`src/rtl/instr_fetch.sv`:
```
// MiniMIPS instruction fetch stage: PC, req/ack fetch from imem, valid/ready hand-off to decode.
// Optional IFETCH_PERF_CNT_EN adds fetch_cnt / stall_cnt performance counters.
module instr_fetch #(
    parameter int              PC_W     = 16,
    parameter logic [PC_W-1:0] RESET_PC = '0
) (
    input  logic            clk,
    input  logic            reset,
    output logic            imem_req,
    output logic [PC_W-1:0] imem_addr,
    input  logic            imem_ack,
    input  logic [15:0]     imem_rdata,
    output logic [15:0]     instr,
    output logic [3:0]      opcode,
    output logic [PC_W-1:0] instr_pc,
    output logic            instr_valid,
    input  logic            instr_ready,
    input  logic            branch,
    input  logic            branchne,
    input  logic            alu_zero,
`ifdef IFETCH_PERF_CNT_EN
    output logic [15:0]     fetch_cnt,
    output logic [15:0]     stall_cnt,
`endif
    output logic            halted
);

    typedef enum logic [1:0] {
        IDLE  = 2'd0,
        FETCH = 2'd1,
        HOLD  = 2'd2,
        HALT  = 2'd3
    } state_e;

    localparam logic [3:0] OP_HALT = 4'b1111;

    state_e          state_q, state_d;
    logic [PC_W-1:0] pc_q, pc_d;
    logic [15:0]     instr_q, instr_d;
    logic [PC_W-1:0] instr_pc_q, instr_pc_d;
    logic            taken;
    logic [PC_W-1:0] imm_sext;
    logic [PC_W-1:0] next_pc;

`ifdef IFETCH_PERF_CNT_EN
    logic [15:0] fetch_cnt_q, fetch_cnt_d;
    logic [15:0] stall_cnt_q, stall_cnt_d;
`endif

    // Branch target: relative to the address after the held instruction, modulo 2^PC_W.
    assign taken    = (branch & alu_zero) | (branchne & ~alu_zero);
    assign imm_sext = {{(PC_W-6){instr_q[5]}}, instr_q[5:0]};
    assign next_pc  = instr_pc_q + PC_W'(1) + (taken ? imm_sext : '0);

    always_comb begin
        // NOTE: every signal gets its hold value first so no path through the case infers a latch.
        state_d    = state_q;
        pc_d       = pc_q;
        instr_d    = instr_q;
        instr_pc_d = instr_pc_q;
        unique case (state_q)
            IDLE:  state_d = FETCH;
            FETCH: begin
                if (imem_ack) begin
                    instr_d    = imem_rdata;
                    instr_pc_d = pc_q;
                    state_d    = HOLD;
                end
            end
            HOLD: begin
                if (instr_ready) begin
                    pc_d    = next_pc;
                    state_d = (instr_q[15:12] == OP_HALT) ? HALT : FETCH;
                end
            end
            HALT:    state_d = HALT;
            default: state_d = IDLE;
        endcase
    end

`ifdef IFETCH_PERF_CNT_EN
    always_comb begin
        fetch_cnt_d = fetch_cnt_q;
        stall_cnt_d = stall_cnt_q;
        if (state_q == FETCH && imem_ack)
            fetch_cnt_d = fetch_cnt_q + 16'd1;
        if (state_q == HOLD && !instr_ready)
            stall_cnt_d = stall_cnt_q + 16'd1;
    end
`endif

    // NOTE: state registers use non-blocking assignments so every flop samples pre-edge values.
    always_ff @(posedge clk) begin
        if (reset) begin
            state_q    <= IDLE;
            pc_q       <= RESET_PC;
            instr_q    <= '0;
            instr_pc_q <= '0;
`ifdef IFETCH_PERF_CNT_EN
            fetch_cnt_q <= '0;
            stall_cnt_q <= '0;
`endif
        end else begin
            state_q    <= state_d;
            pc_q       <= pc_d;
            instr_q    <= instr_d;
            instr_pc_q <= instr_pc_d;
`ifdef IFETCH_PERF_CNT_EN
            fetch_cnt_q <= fetch_cnt_d;
            stall_cnt_q <= stall_cnt_d;
`endif
        end
    end

    // Handshake outputs are pure decodes of registered state, so they are glitch-free.
    assign imem_req    = (state_q == FETCH);
    assign imem_addr   = pc_q;
    assign instr_valid = (state_q == HOLD);
    assign halted      = (state_q == HALT);
    assign instr       = instr_q;
    assign opcode      = instr_q[15:12];
    assign instr_pc    = instr_pc_q;
`ifdef IFETCH_PERF_CNT_EN
    assign fetch_cnt   = fetch_cnt_q;
    assign stall_cnt   = stall_cnt_q;
`endif

endmodule

```
`config.mk`:
```
export PLATFORM = sky130hd
export DESIGN_NAME = instr_fetch
export DESIGN_NICKNAME = d
export VERILOG_FILES = /design/src/rtl/instr_fetch.sv
export SDC_FILE = /design/constraint.sdc
export NUM_CORES = 1
export LEC_CHECK = 0
export ABC_AREA = 0
export BUFFER_PORTS_ARGS = -buffer_cell sky130_fd_sc_hd__buf_2
export CORE_AREA = 10 10 97 65
export DETAILED_ROUTE_END_ITERATION = 12
export DIE_AREA = 0 0 107 75
export PLACE_DENSITY = 0.83
export SYNTH_ARGS = -nofsm -noshare
export SYNTH_HDL_FRONTEND = slang
export SYNTH_SLANG_ARGS = --single-unit
```
`constraint.sdc`:
```
create_clock -name clk -period 5.3 [get_ports clk]
set_clock_uncertainty 0.05 [all_clocks]
set_input_delay 1.06 -clock clk [delete_from_list [all_inputs] [get_ports clk]]
set_output_delay 1.06 -clock clk [all_outputs]
set_load 0.01 [all_outputs]
```
==> flow_summary_export.csv <==
group,metric,value,unit
worst_setup_path,startpoint,"alu_zero",
layout,drive_above_1_share,26.12,%
timing,worstMarginPinSlew,0.8087,ns
clock_tree,tritoncts,"yes",
global_routing,track_usage,16.26,%
clock_tree,htree_num_levels,2,
floorplan,num_rows,19,
worst_setup_path,cp.arrival,3.52,ns
synthesis,synth.distinct_cells,42,
layout,area_growth,20.47,%
timing,max_freq,297.4,MHz
timing,drv_slew,0,
layout,final_area,0.002835,sq mm
floorplan,core,0.004469,sq mm
timing,min_period_over_period,63.44,%
timing,finalHoldViolations,0,
synthesis,async_flop_share,0,%
route,drc,0,
run,cap_violations,0,
global_routing,antenna_found_initial,0,
clock_tree,cts_buffers,5,
place,dp.cells,411,
floorplan,die_w,107,um
timing,layout_setup_ws,1.938,ns
layout,mostFrequentLayoutCell,"buf_2",
timing,holdWs,0.4078,ns
timing,relSlewSlack,45.89,%
route,first_iter_violations,150,
place,place_hpwl,4801,um
clock_tree,cts_setup_buffers,0,
layout,diodes,0,
synthesis,synth_fp_nets,320,
layout,fillCellCount,411,
route,wl_per_cell,15.44,um
synthesis,yosys_warnings,0,
clock_tree,clockBufferDepth,2,
power,finalPower,0.7120,mW
worst_setup_path,cp_top_family,"compound AO/OA/AOI/OAI gates",
worst_setup_path,slowest_stage,"fa_1",
floorplan,initial_core_util,52.66,%
global_routing,grt_pass1_wl,10660,um
global_routing,grt_max_degree,45,
place,pre_cts_ws,1.626,ns
timing,setup_tns,0,ns
power,p_per_area,251.1,mW/mm^2
route,avgViaCountPerCell,5.265,
worst_setup_path,start_kind,"input pin",
synthesis,ys.flop_type,"dfxtp_1",
synthesis,synth.cell_area,0.002354,sq mm
clock_tree,clkLatencyLatePin,0.31,ns
timing,grt_setup_unrepaired,"false",
synthesis,synth_seq_area_share,42.53,%
route,drtAntennaViolNets,0,
layout,final_cell_mix,"buf_2 (77), nand2_1 (76), dfxtp_1 (50)",
worst_setup_path,r2r-start,"instr[0]$_SDFFE_PP0P_",
timing,post-route-min-period,3.362,ns
layout,nets,384,
status,outcome,"finished, final reports clean",
clock_tree,cts_resized,0,
global_routing,grt_pass1_vias,2122,
synthesis,ys_ff_latch,50,
synthesis,synth_area_per_cell,8.088,sq um
floorplan,die-area,0.008025,sq mm
route,drt_first_pass_iters,4,
place,placed_cell_area,0.002725,sq mm
layout,post-route-util,63.44,%
worst_setup_path,required,5.45,ns
route,wl,6468,um
floorplan,ioPinCount,78,
worst_setup_path,crit_type,"input pin to flop",
power,peakVddDrop,0.1442,mV
worst_setup_path,crit_fanout,9,
synthesis,synth-edff-count,0,
place,io_buffers,77,
clock_tree,cts-root-buf,"clkbuf_8",
floorplan,dieHeight,75,um
clock_tree,cts.clk_slew.worst_paths,0.08,ns
worst_setup_path,cp.buffers_inverters,2,
power,p_leak,1.314,nW
synthesis,syn_inst,291,
route,vias,2206,
place,gp_congestion,0.9578,
layout,stdcell_count,419,
min_path,hold_path.class,"flop to flop",
timing,finalSetupViolations,0,
worst_setup_path,crit_path_max_incr_delay,0.42,ns
min_path,min_from,"instr[10]$_SDFFE_PP0P_",
clock_tree,cts.sinks,50,
global_routing,overflow,0,
clock_tree,postCtsHoldBufs,0,
worst_setup_path,crit_chain,"buf_2 > mux2_2 > nand2_1 > ha_1 > inv_1 > fa_1 > a211oi_2 > o21bai_4 > nor4_1 > a31oi_1 > xnor2_1 > a22o_1",
worst_setup_path,cp-end-kind,"flop",
[worst min-delay path, delay by kind of cell, from the launching register on]
family	cells	cell delay, ns
simple gates	1	0.05
flops	1	0.31
compound gates	1	0.05
[worst paths after layout]
kind,end,slack (ns),cells past startpoint
setup / recovery,imem_addr[12]$_SDFFE_PP0P_,1.94,12
hold reg to reg,instr[10]$_SDFFE_PP0P_,0.41,2
hold / removal,instr[10]$_SDFFE_PP0P_,0.41,2
setup reg to reg,imem_addr[12]$_SDFFE_PP0P_,2.86,10
[layout make-up]
| class | count | area [sq um] | area share (%) |
|---|---|---|---|
| Clock buffer | 8 | 110.1 | 3.884 |
| Inverter | 3 | 11.26 | 0.3972 |
| Multi-Input combinational cell | 217 | 1241 | 43.78 |
| Sequential cell | 50 | 1001 | 35.30 |
| Tap cell | 63 | 78.83 | 2.780 |
| Timing Repair Buffer | 78 | 392.9 | 13.86 |
[cells in the mapped netlist (2+ instances only)]
| cell type | number | area (sq um) |
|---|---|---|
| nor2b_1 | 3 | 18.77 |
| nand2b_1 | 2 | 12.51 |
| xnor2_1 | 10 | 87.58 |
| mux2i_1 | 5 | 50.05 |
| or2_1 | 2 | 12.51 |
| dfxtp_1 | 50 | 1001 |
| nand4_1 | 4 | 25.02 |
| xor2_1 | 2 | 17.52 |
| ha_1 | 5 | 62.56 |
| nand3_1 | 4 | 20.02 |
| and2_1 | 6 | 37.54 |
| a21oi_1 | 39 | 195.2 |
| nand2_1 | 76 | 285.3 |
| buf_4 | 4 | 30.03 |
| nor3_1 | 6 | 30.03 |
| inv_1 | 3 | 11.26 |
| nor2_1 | 13 | 48.80 |
| or3_1 | 3 | 18.77 |
| a211oi_1 | 5 | 37.54 |
| a22o_1 | 9 | 78.83 |
| and3_1 | 3 | 18.77 |
| clkbuf_1 | 15 | 56.30 |
| nor4_1 | 2 | 12.51 |
| a31oi_1 | 2 | 12.51 |
[registers in the layout, summed over array words and instances, names as in the netlist]
signal	flops
imem_addr	16
instr	16
instr_pc	16
state_q	2
[logic make-up (layout without fill, tap and decap cells)]
| family | count (synthesis) | after routing | share of synthesized area [%] |
|---|---|---|---|
| AND/OR/NAND/NOR | 130 | 130 | 25.09 |
| AO/OA/AOI/OAI | 63 | 63 | 16.96 |
| buffers and inverters | 24 | 89 | 4.837 |
| adder cells (fa/ha/maj) | 6 | 6 | 3.509 |
| XOR/XNOR | 12 | 12 | 4.466 |
| flip-flops | 50 | 50 | 42.53 |
| multiplexers | 6 | 6 | 2.605 |
[power by group]
part	switching, mW	internal [mW]
combinational	0.0425	0.0246
clock	0.123	0.132
sequential	0.00667	0.383
[metal layers]
metal  wire length [um]  vias up  global-route usage, %
met5                  0        -                      0
met4                 42        0                  3.587
met3                693        6                  6.991
met2               2649       83                  23.90
met1               3082     1003                  21.62
li1                   -     1114                      -
Note: power is estimated with default switching activity, not from simulation.
